$ cat src/rtl/hack_kbd.sv
// PS/2 set-2 to Hack keyboard translator: tracks shift/caps and a stack of held keys,
// so kbd_out always shows the most recently pressed key that is still down.
module hack_kbd #(
  parameter int STACK_DEPTH = 4,
  parameter bit CAPS_ENABLE = 1'b1,
  parameter int OUT_W       = 16,
  localparam int CW         = $clog2(STACK_DEPTH + 1)
) (
  input  logic             clk_sys,
  input  logic             reset_n,
  input  logic [10:0]      ps2_key,
  input  logic             clear,
  output logic [OUT_W-1:0] kbd_out,
  output logic             key_valid,
  output logic             overflow,
  output logic [CW-1:0]    held_count
);

  localparam logic [8:0] KEY_LSHIFT = 9'h012;
  localparam logic [8:0] KEY_RSHIFT = 9'h059;
  localparam logic [8:0] KEY_CAPS   = 9'h058;

  // Letters follow shift^caps (up); everything else follows shift alone (sh).
  function automatic logic [7:0] xlate(input logic [8:0] key, input logic up, input logic sh);
    logic [7:0] lc, pl, su;
    lc = 8'd0;
    pl = 8'd0;
    su = 8'd0;
    if (!key[8]) begin
      case (key[7:0])
        8'h1C: lc = "a";  8'h32: lc = "b";  8'h21: lc = "c";  8'h23: lc = "d";
        8'h24: lc = "e";  8'h2B: lc = "f";  8'h34: lc = "g";  8'h33: lc = "h";
        8'h43: lc = "i";  8'h3B: lc = "j";  8'h42: lc = "k";  8'h4B: lc = "l";
        8'h3A: lc = "m";  8'h31: lc = "n";  8'h44: lc = "o";  8'h4D: lc = "p";
        8'h15: lc = "q";  8'h2D: lc = "r";  8'h1B: lc = "s";  8'h2C: lc = "t";
        8'h3C: lc = "u";  8'h2A: lc = "v";  8'h1D: lc = "w";  8'h22: lc = "x";
        8'h35: lc = "y";  8'h1A: lc = "z";
        default: lc = 8'd0;
      endcase
      case (key[7:0])
        8'h16: {pl, su} = "1!";  8'h1E: {pl, su} = "2@";  8'h26: {pl, su} = "3#";
        8'h25: {pl, su} = "4$";  8'h2E: {pl, su} = "5%";  8'h36: {pl, su} = "6^";
        8'h3D: {pl, su} = "7&";  8'h3E: {pl, su} = "8*";  8'h46: {pl, su} = "9(";
        8'h45: {pl, su} = "0)";  8'h0E: {pl, su} = "`~";  8'h4E: {pl, su} = "-_";
        8'h55: {pl, su} = "=+";  8'h54: {pl, su} = "[{";  8'h5B: {pl, su} = "]}";
        8'h5D: {pl, su} = {8'd92, 8'd124}; 8'h4C: {pl, su} = ";:";
        8'h52: {pl, su} = {8'd39, 8'd34};
        8'h41: {pl, su} = ",<";  8'h49: {pl, su} = ".>";  8'h4A: {pl, su} = "/?";
        // keypad without E0 prefix yields its printed character
        8'h70: {pl, su} = "00";  8'h69: {pl, su} = "11";  8'h72: {pl, su} = "22";
        8'h7A: {pl, su} = "33";  8'h6B: {pl, su} = "44";  8'h73: {pl, su} = "55";
        8'h74: {pl, su} = "66";  8'h6C: {pl, su} = "77";  8'h75: {pl, su} = "88";
        8'h7D: {pl, su} = "99";  8'h71: {pl, su} = "..";  8'h7C: {pl, su} = "**";
        8'h7B: {pl, su} = "--";  8'h79: {pl, su} = "++";  8'h29: {pl, su} = "  ";
        8'h5A: {pl, su} = {8'd128, 8'd128};  8'h66: {pl, su} = {8'd129, 8'd129};
        8'h76: {pl, su} = {8'd140, 8'd140};  8'h05: {pl, su} = {8'd141, 8'd141};
        8'h06: {pl, su} = {8'd142, 8'd142};  8'h04: {pl, su} = {8'd143, 8'd143};
        8'h0C: {pl, su} = {8'd144, 8'd144};  8'h03: {pl, su} = {8'd145, 8'd145};
        8'h0B: {pl, su} = {8'd146, 8'd146};  8'h83: {pl, su} = {8'd147, 8'd147};
        8'h0A: {pl, su} = {8'd148, 8'd148};  8'h01: {pl, su} = {8'd149, 8'd149};
        8'h09: {pl, su} = {8'd150, 8'd150};  8'h78: {pl, su} = {8'd151, 8'd151};
        8'h07: {pl, su} = {8'd152, 8'd152};
        default: {pl, su} = 16'd0;
      endcase
    end else begin
      case (key[7:0])
        8'h5A: pl = 8'd128;  8'h6B: pl = 8'd130;  8'h75: pl = 8'd131;  8'h74: pl = 8'd132;
        8'h72: pl = 8'd133;  8'h6C: pl = 8'd134;  8'h69: pl = 8'd135;  8'h7D: pl = 8'd136;
        8'h7A: pl = 8'd137;  8'h70: pl = 8'd138;  8'h71: pl = 8'd139;  8'h4A: pl = "/";
        default: pl = 8'd0;
      endcase
      su = pl;
    end
    if (lc != 8'd0) return up ? (lc - 8'd32) : lc;
    return sh ? su : pl;
  endfunction

  // Stage 1: decoded event
  logic       prev_tog_q, ev_vld_q, ev_make_q, clr_q;
  logic [8:0] ev_key_q;

  always_ff @(posedge clk_sys) begin
    prev_tog_q <= ps2_key[10];
    if (!reset_n) begin
      ev_vld_q  <= 1'b0;
      ev_make_q <= 1'b0;
      ev_key_q  <= '0;
      clr_q     <= 1'b0;
    end else begin
      ev_vld_q  <= (ps2_key[10] != prev_tog_q) && !clear;
      ev_make_q <= ps2_key[9];
      ev_key_q  <= ps2_key[8:0];
      clr_q     <= clear;
    end
  end

  // Stage 2: held-key stack (entry 0 = oldest, entry cnt_q-1 = top) and modifiers
  logic [8:0]    stk_q [STACK_DEPTH];
  logic [8:0]    stk_d [STACK_DEPTH];
  logic [CW-1:0] cnt_q, cnt_d, hit_idx;
  logic          lsh_q, lsh_d, rsh_q, rsh_d, caps_q, caps_d, ovf_q, ovf_d;
  logic          hit, mappable;

  always_comb begin
    stk_d    = stk_q;
    cnt_d    = cnt_q;
    lsh_d    = lsh_q;
    rsh_d    = rsh_q;
    caps_d   = caps_q;
    ovf_d    = ovf_q;
    hit      = 1'b0;
    hit_idx  = '0;
    mappable = xlate(ev_key_q, 1'b0, 1'b0) != 8'd0;
    for (int i = 0; i < STACK_DEPTH; i++) begin
      if (!hit && CW'(i) < cnt_q && stk_q[i] == ev_key_q) begin
        hit     = 1'b1;
        hit_idx = CW'(i);
      end
    end
    if (clr_q) begin
      cnt_d = '0;
      lsh_d = 1'b0;
      rsh_d = 1'b0;
      ovf_d = 1'b0;
    end else if (ev_vld_q) begin
      case (ev_key_q)
        KEY_LSHIFT: lsh_d = ev_make_q;
        KEY_RSHIFT: rsh_d = ev_make_q;
        KEY_CAPS:   if (ev_make_q && CAPS_ENABLE) caps_d = ~caps_q;
        default: begin
          if (ev_make_q) begin
            if (!hit && mappable) begin
              if (cnt_q < CW'(STACK_DEPTH)) begin
                for (int i = 0; i < STACK_DEPTH; i++)
                  if (CW'(i) == cnt_q) stk_d[i] = ev_key_q;
                cnt_d = cnt_q + CW'(1);
              end else begin
                for (int i = 0; i < STACK_DEPTH - 1; i++) stk_d[i] = stk_q[i+1];
                stk_d[STACK_DEPTH-1] = ev_key_q;
                ovf_d = 1'b1;
              end
            end
          end else if (hit) begin
            for (int i = 0; i < STACK_DEPTH - 1; i++)
              if (CW'(i) >= hit_idx) stk_d[i] = stk_q[i+1];
            cnt_d = cnt_q - CW'(1);
          end
        end
      endcase
    end
  end

  always_ff @(posedge clk_sys) begin
    if (!reset_n) begin
      for (int i = 0; i < STACK_DEPTH; i++) stk_q[i] <= '0;
      cnt_q  <= '0;
      lsh_q  <= 1'b0;
      rsh_q  <= 1'b0;
      caps_q <= 1'b0;
      ovf_q  <= 1'b0;
    end else begin
      stk_q  <= stk_d;
      cnt_q  <= cnt_d;
      lsh_q  <= lsh_d;
      rsh_q  <= rsh_d;
      caps_q <= caps_d;
      ovf_q  <= ovf_d;
    end
  end

  // Stage 3: translate the top entry with the live modifier state
  logic [8:0] top_key;
  logic [7:0] xl;
  logic       shift;
  logic [OUT_W-1:0] kbd_q;
  logic       kv_q;

  assign shift = lsh_q | rsh_q;

  always_comb begin
    top_key = '0;
    for (int i = 0; i < STACK_DEPTH; i++)
      if (CW'(i + 1) == cnt_q) top_key = stk_q[i];
    xl = (cnt_q == '0) ? 8'd0 : xlate(top_key, shift ^ caps_q, shift);
  end

  always_ff @(posedge clk_sys) begin
    if (!reset_n) begin
      kbd_q <= '0;
      kv_q  <= 1'b0;
    end else begin
      kbd_q <= OUT_W'(xl);
      kv_q  <= (xl != 8'd0);
    end
  end

  assign kbd_out    = kbd_q;
  assign key_valid  = kv_q;
  assign overflow   = ovf_q;
  assign held_count = cnt_q;

endmodule

$ cat config.mk
export PLATFORM = sky130hd
export DESIGN_NAME = hack_kbd
export DESIGN_NICKNAME = d
export VERILOG_FILES = /design/src/rtl/hack_kbd.sv
export SDC_FILE = /design/constraint.sdc
export NUM_CORES = 1
export LEC_CHECK = 0
export ABC_AREA = 1
export BUFFER_PORTS_ARGS = -buffer_cell sky130_fd_sc_hd__buf_2
export CAP_MARGIN = 20
export CORE_UTILIZATION = 35
export DETAILED_ROUTE_END_ITERATION = 8
export SYNTH_ARGS = -nofsm -noshare
export SYNTH_HDL_FRONTEND = slang
export SYNTH_SLANG_ARGS = --single-unit
export TNS_END_PERCENT = 50
$ cat constraint.sdc
create_clock -name clk_sys -period 3.1 [get_ports clk_sys]
set_input_delay 0.155 -clock clk_sys [delete_from_list [all_inputs] [get_ports clk_sys]]
set_output_delay 0.155 -clock clk_sys [all_outputs]
set_load 0.1 [all_outputs]
==> Implementation_results.wiki, run 1 <==
{| class="wikitable"
! Metric !! Value
|-
| Clock insertion delay at the later pin of the skew report || between 0.3 and 0.4 ns
|-
| Final antenna-violating net count || 0
|-
| Clock tree from TritonCTS || yes
|-
| Number of vias per cell || around 5.4
|-
| Synthesized flop and latch total || 71
|-
| Setup-violating endpoint count in the final report || 3
|-
| Max Clk Rate || 314 MHz
|-
| Combined buffer and inverter count along the critical path || 4
|-
| Final critical path time including I/O delays and setup || 3.18 ns
|-
| Number of unique standard cell types used by synthesis || 51
|-
| Largest family of logic cells by synthesized area || simple AND/OR/NAND/NOR gates
|-
| Clock-pin slew on the worst setup and hold paths || 0.06 ns
|-
| Placed Cells incl. Taps || 1677
|-
| Number of non-filler instances in the completed layout || 1741
|-
| Layout cells sized above 1 || 30.4%
|-
| Result of the run || complete, but fails checks
|-
| Post-detailed-placement cell area || between 8000 and 9000 µm²
|-
| Number of global-route vias before repair || 8623
|-
| Reg-to-Reg End || key_valid
|-
| Height of the chip || 144 µm
|-
| Area enclosed by the die boundary || 20700 µm²
|-
| Count of fill cells added during filler insertion || 1999
|-
| Number of flops mapped to enable cells by yosys || 0
|-
| Cts bufs inserted || 9
|-
| Post-synthesis share of cell area spent on and, or, nand and nor gates || approximately 45%
|-
| Count of pins over their slew limit || 0
|-
| Post-route design area || 10100 µm²
|-
| Compound-cell area share of the yosys netlist || 17.1%
|-
| Longest individual stage delay on the worst path || 0.40 ns
|-
| Depth of the worst register-to-register path || 24
|-
| Drt initial violations || 774
|-
| Reg area || ~1400 µm²
|-
| Initial Utilization || 36.0%
|-
| Pin count of the biggest net entering global routing || 35
|-
| Overflow after GRT || 0
|-
| Most common cell after layout, fill and taps aside || nand2_1
|-
| Type of element capturing the critical path || register
|-
| CP required || 3.28 ns
|-
| Leakage power || 5.36 nW
|-
| Worst flop-to-flop path startpoint || held_count[0]
|-
| Power Dens Cells || 232 nW/µm²
|-
| Slew @ Worst Pin || between 0.8 and 0.9 ns
|-
| Largest driver fanout on the critical path || 5
|-
| Cell family with the largest share of critical-path delay || simple AND/OR/NAND/NOR gates
|-
| DP Wirelength || 22.9 mm
|-
| Horizontal die dimension || 144 µm
|-
| WL per Instance || 17.6 µm
|-
| Input/output buffers || 26
|-
| Async SR Flop Fraction || 0%
|-
| Total inserted antenna cells || 0
|-
| Multi-input gate area || 5530 µm²
|-
| Number of stages on the worst setup path || 24
|-
| WL final || 30.7 mm
|-
| Area contributors post-synth || dfxtp_1, nand2_1, nor2_1, inv_1, nand3_1
|-
| Average instance area after synthesis || 5.54 µm²
|-
| Routability-driven placement congestion ratio || between 1 and 1.5
|-
| Total core area || just under 20000 µm²
|-
| Peak supply drop || 0.223 mV
|-
| Mux cell area share after synthesis || 0%
|-
| Top-area cell type share of the netlist area || 20.2%
|-
| Cell type with the highest aggregate area in the netlist || dfxtp_1
|-
| Crit Path Class || reg -> reg
|-
| Violations in the final reports || negative setup slack
|-
| Post-synthesis instance area || roughly 7000 µm²
|-
| Area growth syn-to-layout || 43.7%
|-
| CP Data Arrival Time || 3.37 ns
|-
| Number of optimization iterations in the first detailed-route pass || 6
|-
| Worst slew margin relative to its limit || 44.6%
|-
| Ys Warns || 0
|-
| Worst-case clock buffer depth || 2
|-
| Hold crit path type || in -> reg
|-
| Critical path launch point || held_count[0]
|-
| Max_cap viols || 0
|-
| Fraction of the yosys area taken by sequential cells || between 20 and 25%
|-
| Adder-Cell Fraction of Synth Area || 3.37%
|-
| Dominant synthesized flop cell || dfxtp_1
|-
| Critical Path, Cell by Cell || inv_4 > ha_4 > buf_6 > nand3_4 > nand3_4 > nand2_4 > nand2_4 > ha_4 > nand4_1 > nor2_4 > buf_6 > o21ai_1 > buf_4 > nand3_2 > nor2_1 > nand4_1 > nand2_1 > nand2_1 > nand2_1 > nand2_2 > nand2_2 > nand2_2 > nor2_2 > a21oi_2
|-
| Maximum clock skew at final layout || 0.00870 ns
|-
| Worst Setup Slack, final || -0.0831 ns
|-
| Number of rows created at floorplan || 51
|-
| Unrepaired setup endpoints after global routing || yes
|-
| Xor-xnor portion of the synthesized cell area || around 2.2%
|-
| Number of nets in the final layout || 1505
|-
| Clk sinks || roughly 70
|-
| Final Hold Vio Count || 0
|-
| Top library cells by usage in the layout, fill and taps aside || nand2_1, nor2_1, buf_4
|-
| Boundary pin count || 35
|-
| Crit-path slowest cell || dfxtp_4
|-
| Clock root buffer || clkbuf_16
|-
| Total number of vias || 9347
|-
| Gate Count Post-Synth || 1272
|-
| First-pass GRT wire length || around 47 mm
|-
| Number of antenna violations at the first check in global routing || 0
|-
| FF-to-FF setup slack || -0.08 ns
|-
| H-tree levels || 3
|-
| Remaining design rule violation count || 0
|-
| Period utilization || 103%
|-
| Setup crit end || key_valid
|-
| GRT Util Overall || slightly below 30%
|-
| Element type at the critical path start || register
|}
-- metrics by stage --
| step | power, mW | worst slack, ns | hold WS (ns) | util, % | setup TNS (ns) |
|---|---|---|---|---|---|
| finish | 2.35 | -0.0831 | 0.00329 | 51.7 | -0.176 |
| global route | 2.44 | -0.293 | 0.0148 | 51.7 | -1.66 |
| CTS | 2.34 | -0.0271 | 0.000436 | 47.8 | -0.0271 |
| detailed placement | 1.35 | -0.132 | 0.285 | 44.1 | -0.380 |
| global placement | 1.35 | -0.139 | 0.285 | 44.1 | -0.293 |
| floorplan | 1.24 | 0.00598 | 0.183 | - | 0 |
-- report_power, final --
group | internal [mW] | total [mW] | switching, mW | leakage (nW)
sequential | 0.930 | 0.955 | 0.0248 | 0.580
combinational | 0.126 | 0.409 | 0.282 | 4.64
clock | 0.587 | 0.989 | 0.401 | 0.133
total | 1.64 | 2.35 | 0.709 | 5.36
-- cell families after synthesis --
kind of cell / count (synthesis)
buffers and inverters: 200
AO/OA/AOI/OAI: 204
other: 1
flip-flops: 71
AND/OR/NAND/NOR: 759
XOR/XNOR: 18
adder cells (fa/ha/maj): 19
-- worst register-to-register path: stages, from the launching register on --
cell and delay (ns):
dfxtp_4 0.40, inv_4 0.05, ha_4 0.17, buf_6 0.13, nand3_4 0.08, nand3_4 0.09
nand2_4 0.08, nand2_4 0.07, ha_4 0.17, nand4_1 0.23, nor2_4 0.12, buf_6 0.13
o21ai_1 0.14, buf_4 0.15, nand3_2 0.06, nor2_1 0.08, nand4_1 0.20, nand2_1 0.12
nand2_1 0.05, nand2_1 0.09, nand2_2 0.06, nand2_2 0.08, nand2_2 0.07, nor2_2 0.13
a21oi_2 0.07
-- final cells by class --
| cell class | instances | share of cell area (%) |
|---|---|---|
| inverters | 148 | 5.64 |
| clock buffers | 11 | 2.51 |
| multi-input cells | 1008 | 54.6 |
| flip-flops and latches | 71 | 14.2 |
| clock inverters | 4 | 0.284 |
| repair buffers | 234 | 19.5 |
| well taps | 265 | 3.27 |
-- how the worst min path moves through the flow --
stage                     start          end  depth (start not counted)
detailed placement  ps2_key[10]   prev_tog_q                          1
finish               ps2_key[9]    ev_make_q                          3
global route         ps2_key[7]  ev_key_q[7]                          3
global placement    ps2_key[10]   prev_tog_q                          1
CTS                  ps2_key[7]  ev_key_q[7]                          3
floorplan           ps2_key[10]   prev_tog_q                          0
-- cell usage after synthesis (all sizes together) (5+ instances only) --
library cell	number
dfxtp	71
o21ai	70
inv	145
xor2	15
nand2	374
o22ai	37
o21a	9
o2111ai	5
nor2	227
nor4	6
buf	28
clkbuf	24
nor3	26
nand4	24
a21oi	58
nand3	90
ha	19
-- metal layers --
metal	vias to the layer above	share of wire [%]	track usage (%)
met5	-	0	0
met4	0	5.5	16.7
met3	108	6.8	3.87
met2	437	48	51.8
met1	4262	39	34.7
li1	4540	-	-
-- registers in the layout, indices dropped and copies added, names as in the netlist, named ones only --
signal and cells:
caps_q 1, clr_q 1, ev_key_q 9, ev_make_q 1, ev_vld_q 1, held_count 3, kbd_out 8, key_valid 1
lsh_q 1, overflow 1, prev_tog_q 1, rsh_q 1, stk_q 36
-- what timing repair did --
item                                   in CTS  in global routing
setup endpoints to repair                  10                 33
endpoints found under the hold margin       3                  0
pin swaps                                  26                 72
buffers inserted                           17                 27
hold buffers                                3                  0
cloned                                      2                  1
gates resized for setup                    57                174
Note: power is estimated with default switching activity, not from simulation.
==> inputs of run 2 (changes only) <==
- CORE_MARGIN: default -> 2
- PLACE_DENSITY_LB_ADDON: default -> 0.1
==> run 2 against run 1 <==
  * The flow still finishes with violations (negative setup slack)
  * Critical path depth increased by 1
  * Register-to-register slack improved by 0.03 ns
  * Fmax rose by 0.94%
  * Sequential share of layout area fell by 0.088 points
  * Largest cell class unchanged
  * Final area up 0.36%
  * Critical endpoint unchanged
  * Largest power group unchanged
  * Combinational power is essentially flat
  * Total power grew 2.3%
  * Routed wire length shrank 4.8%
  * Utilization grew 0.19 points
  * Worst hold slack improved by 0.14 ns
  * Clock skew shrank 0.00066 ns
==> Implementation_results.wiki, run 2 (same netlist as run 1, synthesis figures left out) <==
{| class="wikitable"
! Metric !! Value
|-
| Worst Setup Slack, final || -0.0536 ns (+0.0295 ns)
|-
| Origin of the worst min-delay path || ps2_key[0]
|-
| Total number of vias || 9208 (-1.5%)
|-
| Area enclosed by the die boundary || 21300 µm² (+2.8%)
|-
| Fraction of power spent switching nets || 29.2% (-0.91 points)
|-
| Element type at the critical path start || register
|-
| Number of rows created at floorplan || 51 (unchanged)
|-
| Register with the highest flop count || stk_q
|-
| Worst Hold Path Cells || 3 (unchanged)
|-
| Peak supply drop || 0.277 mV (+24%)
|-
| Max reg flops || 36 (unchanged)
|-
| Largest driver fanout on the critical path || 6 (+1)
|-
| WL per Instance || 16.8 µm (-4.9%)
|-
| Result of the run || complete, but fails checks
|-
| Sw power || 703 µW (-0.76%)
|-
| Sequential cell fraction of total power || 39.6% (-1.0 points)
|-
| Final critical path time including I/O delays and setup || 3.15 ns (-0.0295 ns)
|-
| Power Dens Cells || 237 nW/µm² (+2.0%)
|-
| Unrepaired setup endpoints after global routing || yes
|-
| Power share of the clock group || 43.4% (+1.4 points)
|-
| Met2 Resource Use GR || 47.0% (-4.8 points)
|-
| WL final || 29.2 mm (-4.8%)
|-
| Hold crit path type || in -> reg
|-
| Violations in the final reports || negative setup slack
|-
| Maximum clock skew at final layout || 0.00804 ns (-0.000656 ns)
|-
| GR Util met3 || 2.70% (-1.2 points)
|-
| Clk sinks || 71 (unchanged)
|-
| Slew @ Worst Pin || 0.786 ns (-0.0439 ns)
|-
| Comb pwr share || 17.0% (-0.4 points)
|-
| End-of-flow core utilization || 51.9% (+0.19 points)
|-
| Leakage power || 5.39 nW (+0.56%)
|-
| Crit Path Class || reg -> reg
|-
| Reg-to-Reg End || key_valid
|-
| Most crowded layer after global routing || met2
|-
| GRT Util Overall || 26.5% (-3.2 points)
|-
| Crit-path slowest cell || dfxtp_4
|-
| Clock tree from TritonCTS || yes
|-
| Final Hold Vio Count || 0 (unchanged)
|-
| Clock-pin slew on the worst setup and hold paths || 0.05 ns (about the same)
|-
| Max_cap viols || 0 (unchanged)
|-
| Setup-violating endpoint count in the final report || 4 (+1)
|-
| First-pass GRT wire length || 45.1 mm (-3.2%)
|-
| Count of pins over their slew limit || 0 (unchanged)
|-
| Drt initial violations || 800 (+3.4%)
|-
| Remaining design rule violation count || 0 (unchanged)
|-
| Pre-CTS setup slack || -0.157 ns (-0.0242 ns)
|-
| Period utilization || 102% (-0.95 points)
|-
| Global Route met1 Usage || 30.9% (-3.8 points)
|-
| CP required || 3.29 ns (about the same)
|-
| H-tree levels || 3 (unchanged)
|-
| Sink of the worst hold path || ev_key_q[0]
|-
| Number of nets in the final layout || 1506 (+0.066%)
|-
| Clock root buffer || clkbuf_16
|-
| Horizontal die dimension || 146 µm (+1.4%)
|-
| Number of global-route vias before repair || 8573 (-0.58%)
|-
| FF-to-FF setup slack || -0.05 ns (+0.03 ns)
|-
| Number of optimization iterations in the first detailed-route pass || 7 (+1)
|-
| Final antenna-violating net count || 0 (unchanged)
|-
| Critical Path Most Common Cell || nand2_2
|-
| Layout cells sized above 1 || 29.8% (-0.51 points)
|-
| Setup TNS || -0.116 ns (+0.0601 ns)
|-
| Most common cell after layout, fill and taps aside || nand2_1
|-
| Pin count of the biggest net entering global routing || 35 (unchanged)
|-
| Height of the chip || 146 µm (+1.4%)
|-
| Clock insertion delay at the later pin of the skew report || 0.34 ns (about the same)
|-
| Routability-driven placement congestion ratio || 0.994 (-6.4%)
|-
| Post-detailed-placement cell area || 8830 µm² (+2.1%)
|-
| Boundary pin count || 35 (unchanged)
|-
| Area growth syn-to-layout || 44.2%
|-
| Cell-internal power || 1.70 mW (+3.7%)
|-
| CP Data Arrival Time || 3.34 ns (-0.03 ns)
|-
| Initial Utilization || 36.0% (unchanged)
|-
| Longest individual stage delay on the worst path || 0.37 ns (-0.03 ns)
|-
| Overflow after GRT || 0 (unchanged)
|-
| Depth of the worst register-to-register path || 25 (+4.2%)
|-
| Type of element capturing the critical path || register
|-
| Worst-case clock buffer depth || 2 (unchanged)
|-
| Cts bufs inserted || 9 (unchanged)
|-
| Input/output buffers || 26 (unchanged)
|-
| Total inserted antenna cells || 0 (unchanged)
|-
| Post-route design area || 10200 µm² (+0.36%)
|-
| Total core area || 19600 µm² (unchanged)
|-
| Worst slew margin relative to its limit || 47.5% (+2.9 points)
|-
| Number of antenna violations at the first check in global routing || 0 (unchanged)
|-
| Top library cells by usage in the layout, fill and taps aside || nand2_1, buf_4, nor2_1
|-
| Number of vias per cell || 5.28 (-1.6%)
|-
| Max Clk Rate || 317 MHz (+0.94%)
|-
| Worst flop-to-flop path startpoint || held_count[0]
|-
| DP Wirelength || 22.8 mm (-0.46%)
|-
| Post-route total power || 2.41 mW (+2.3%)
|}
[run 2: cell count changes in the layout (fill, tap and decap cells not counted), moves of 6 or more]
cell     previous run  this run
inv_1             123       129
inv_2              17        11
nand2_1           300       311
nand2_2            60        54
nand2_4            14         8
nand3_1            66        58
nand3_2            15        23
nor2_1            178       167
nor2_2             31        40
[run 2: power groups by stage]
| stage | Combinational [mW] | Sequential [mW] | Clock [mW] |
|---|---|---|---|
| after detailed placement | 0.379 | 0.973 | 0 |
| after CTS | 0.388 | 0.952 | 1.06 |
| final | 0.409 | 0.953 | 1.05 |
| after floorplan | 0.278 | 0.962 | 0 |
| after global routing | 0.446 | 0.955 | 1.10 |
| after global placement | 0.383 | 0.972 | 0 |
[run 2: cell type report]
class	count	area [µm²]
Sequential cell	71	1440
Timing Repair Buffer	234	1980
Inverter	148	568
Multi-Input combinational cell	1009	5550
Clock buffer	11	243
Tap cell	265	332
Fill cell	2072	9420
Clock inverter	5	57.6
[run 2: per-layer routing]
metal  wire (µm)  vias up
met5           0        -
met4        1900        0
met3        1220      118
met2       14200      337
met1       11900     4228
li1            -     4525
[run 2: what timing repair did]
| item | CTS | global route |
|---|---|---|
| gates cloned | 0 | 3 |
| endpoints found under the hold margin | 5 | 0 |
| hold buffers | 5 | 0 |
| endpoints found under the setup margin | 9 | 20 |
| buffers inserted | 4 | 17 |
| resized for setup | 32 | 186 |
| pin swaps | 13 | 88 |
[run 2: stage by stage]
stage	hold WS, ns	std cells
final	0.145	1743
after detailed placement	0.290	1698
after floorplan	0.183	1279
after global placement	0.283	1698
after CTS	0.146	1723
after global routing	0.190	1743
[run 2: how the worst max path moves through the flow]
stage	startpoint	end	cells past startpoint
3_5_place_dp	held_count[0]	key_valid	25
5_1_grt	held_count[0]	key_valid	25
4_1_cts	held_count[1]	key_valid	27
3_3_place_gp	held_count[2]	key_valid	24
6_report	held_count[0]	key_valid	25
2_1_floorplan	held_count[0]	key_valid	25
[run 2: worst max-delay path, delay by kind of cell (launching register included)]
family / cells / cell delay (ns)
buffers and inverters: 5 / 0.53
AND/OR/NAND/NOR: 16 / 1.42
AO/OA/AOI/OAI: 2 / 0.24
flip-flops: 1 / 0.37
adder cells (fa/ha/maj): 2 / 0.42
==> inputs of run 3 (changes only) <==
- CORE_ASPECT_RATIO: default -> 0.9
==> run 3 against run 2 <==
  * Critical path depth fell by 3
  * Worst hold slack better by 0.0027 ns
  * Cell count shrank 0.23%
  * First-iteration DRC count rose by 11%
  * Non-clock buffer count up 7
  * Via count increased by 0.56%
  * Critical endpoint unchanged
  * Clock power about the same
  * Routed wire length rose by 3.0%
  * The run still ends with negative setup slack left
  * Total power up 0.38%
  * Sequential share of layout area up 0.066 points
  * Highest routed layer unchanged
==> Implementation_results.wiki, run 3 (same netlist as run 1, synthesis figures left out) <==
{| class="wikitable"
! Metric !! Value
|-
| Max reg flops || 36 (unchanged)
|-
| Horizontal die dimension || 154 µm (+5.3%)
|-
| Number of rows created at floorplan || 49 (-3.9%)
|-
| Cell family with the largest share of critical-path delay || simple AND/OR/NAND/NOR gates
|-
| Worst Setup Slack, final || -0.0368 ns (+0.0168 ns)
|-
| Worst slew margin relative to its limit || 59.3% (+12 points)
|-
| Number of optimization iterations in the first detailed-route pass || 6 (-1)
|-
| Count of pins over their slew limit || 0 (unchanged)
|-
| Crit-path slowest cell || dfxtp_4
|-
| Initial Utilization || 35.5% (-0.50 points)
|-
| Post-detailed-placement cell area || 8820 µm² (about the same)
|-
| Cell-internal power || 1.68 mW (-1.2%)
|-
| Pin count of the biggest net entering global routing || 35 (unchanged)
|-
| Final antenna-violating net count || 0 (unchanged)
|-
| Clock tree from TritonCTS || yes
|-
| Comb pwr share || 16.9% (about the same)
|-
| Max Clk Rate || 319 MHz (+0.54%)
|-
| CP Data Arrival Time || 3.41 ns (+0.07 ns)
|-
| Overflow after GRT || 0 (unchanged)
|-
| First-pass GRT wire length || 46.5 mm (+3.0%)
|-
| Slew @ Worst Pin || 0.609 ns (-0.177 ns)
|-
| Sequential cell fraction of total power || 39.3% (-0.3 points)
|-
| Hold crit path type || in -> reg
|-
| Most common cell after layout, fill and taps aside || nand2_1
|-
| Max_cap viols || 0 (unchanged)
|-
| Critical Path Most Common Cell || nand2_2
|-
| Critical Path, Cell by Cell || inv_4 > ha_4 > nor2_1 > nand2_2 > nand3_4 > a21oi_4 > buf_4 > buf_4 > ha_1 > or2_2 > nand3_1 > nand2_1 > nand2_1 > nand3_2 > nand2_4 > nand2_4 > ha_1 > a21oi_1 > nand2_2 > nand2_2 > nor2_1 > a21oi_1
|-
| Setup-violating endpoint count in the final report || 2 (-2)
|-
| Total inserted antenna cells || 0 (unchanged)
|-
| Longest individual stage delay on the worst path || 0.41 ns (+0.04 ns)
|-
| Unrepaired setup endpoints after global routing || yes
|-
| Final Hold Vio Count || 0 (unchanged)
|-
| CP required || 3.38 ns (+0.09 ns)
|-
| Total core area || 19900 µm² (+1.4%)
|-
| Clk sinks || 71 (unchanged)
|-
| Number of nets in the final layout || 1512 (+0.40%)
|-
| Combined buffer and inverter count along the critical path || 3 (-2)
|-
| Critical path launch point || held_count[0]
|-
| Cts bufs inserted || 9 (unchanged)
|-
| Type of element capturing the critical path || register
|-
| Number of global-route vias before repair || 8455 (-1.4%)
|-
| Area growth syn-to-layout || 43.3%
|-
| Peak supply drop || 0.272 mV (-1.8%)
|-
| Crit Path Class || reg -> reg
|-
| Power share of the clock group || 43.8% (+0.4 points)
|-
| Number of vias per cell || 5.32 (+0.80%)
|-
| Area enclosed by the die boundary || 21300 µm² (about the same)
|-
| Worst-case clock buffer depth || 2 (unchanged)
|-
| Maximum clock skew at final layout || 0.00882 ns (+0.000777 ns)
|-
| Remaining design rule violation count || 0 (unchanged)
|-
| Boundary pin count || 35 (unchanged)
|-
| Drt initial violations || 888 (+11%)
|-
| Final critical path time including I/O delays and setup || 3.14 ns (-0.0168 ns)
|-
| Register with the highest flop count || stk_q
|-
| Element type at the critical path start || register
|-
| Number of antenna violations at the first check in global routing || 0 (unchanged)
|-
| Post-route total power || 2.42 mW (+0.38%)
|-
| Clock-pin slew on the worst setup and hold paths || 0.06 ns (about the same)
|-
| WL per Instance || 17.3 µm (+3.3%)
|-
| Period utilization || 101% (-0.54 points)
|-
| Total number of vias || 9260 (+0.56%)
|-
| Violations in the final reports || negative setup slack
|-
| Routability-driven placement congestion ratio || 1.01 (+1.8%)
|-
| WHS || 0.148 ns (+0.00275 ns)
|-
| Input/output buffers || 26 (unchanged)
|-
| Worst flop-to-flop path startpoint || held_count[0]
|-
| Height of the chip || 139 µm (-5.0%)
|-
| Sw power || 734 µW (+4.3%)
|-
| Power Dens Cells || 239 nW/µm² (+1.0%)
|-
| Largest driver fanout on the critical path || 6 (unchanged)
|-
| Clock root buffer || clkbuf_16
|-
| H-tree levels || 3 (unchanged)
|-
| WL final || 30.1 mm (+3.0%)
|-
| Post-route design area || 10100 µm² (-0.64%)
|-
| Top library cells by usage in the layout, fill and taps aside || nand2_1, nor2_1, buf_4
|-
| Origin of the worst min-delay path || ps2_key[0]
|-
| GRT Util Overall || 27.3% (+0.80 points)
|-
| DP Wirelength || 23.2 mm (+1.8%)
|-
| Layout cells sized above 1 || 28.9% (-0.93 points)
|-
| Count of fill cells added during filler insertion || 2051 (-1.0%)
|-
| Clock insertion delay at the later pin of the skew report || 0.35 ns (about the same)
|-
| Fraction of power spent switching nets || 30.4% (+1.1 points)
|-
| Result of the run || complete, but fails checks
|-
| Leakage power || 5.39 nW (about the same)
|}
## run 3: cell types whose count changed in the layout (fill, tap and decap cells not counted), sizes merged
| cell | before | now |
|---|---|---|
| clkinv | 4 | 6 |
| clkinvlp | 3 | 2 |
| buf | 227 | 236 |
| nor2 | 228 | 227 |
| clkbuf | 13 | 10 |
## run 3: routing by layer
layer  track usage (%)  up-vias  share of wire (%)
met2              38.8      471                 41
met5                 0        -                  0
li1                  -     4540                  -
met1              41.3     4212                 47
met3              6.66       37                 11
met4              5.70        0                1.5
## run 3: worst min-delay path: cells and delay by family
family | cells | cell delay, ns
and+or+nand+nor | 1 | 0.14
buffers and inverters | 2 | 0.17
## run 3: power by group through the flow
stage | sequential (mW) | clock (mW) | combinational (mW)
floorplan | 0.962 | 0 | 0.278
global placement | 0.969 | 0 | 0.385
detailed placement | 0.969 | 0 | 0.381
CTS | 0.948 | 1.08 | 0.390
global route | 0.951 | 1.12 | 0.447
finish | 0.949 | 1.06 | 0.408
## run 3: cell type report
cell class / count / area [µm²] / area share, %
Clock buffer: 10 / 229 / 2.27
Clock inverter: 6 / 68.8 / 0.681
Inverter: 148 / 569 / 5.64
Multi-Input combinational cell: 1008 / 5530 / 54.7
Sequential cell: 71 / 1430 / 14.2
Tap cell: 255 / 319 / 3.16
Timing Repair Buffer: 241 / 1950 / 19.3
## run 3: path summary, 6_finish.rpt
check	to	slack, ns	cells after the start
min	ev_key_q[0]	0.15	3
max reg2reg	key_valid	-0.04	22
max	key_valid	-0.04	22
min reg2reg	overflow	0.47	1
## run 3: through the flow
| step | utilization (%) | cells | TNS [ns] | setup WS, ns |
|---|---|---|---|---|
| finish | 50.9 | 1739 | -0.0387 | -0.0368 |
| global route | 50.9 | 1739 | -1.39 | -0.225 |
| CTS | 47.7 | 1723 | 0 | 0.00645 |
| detailed placement | 44.4 | 1691 | -1.14 | -0.232 |
| global placement | 44.4 | 1691 | -1.09 | -0.329 |
| floorplan | - | 1279 | 0 | 0.00598 |
## run 3: repair_timing
action                                  CTS  global route
pin swaps                                30            71
buffers inserted                         11            17
hold buffers                              5             0
endpoints found under the setup margin    9            10
hold endpoints to repair                  5             0
resized for setup                        64           138
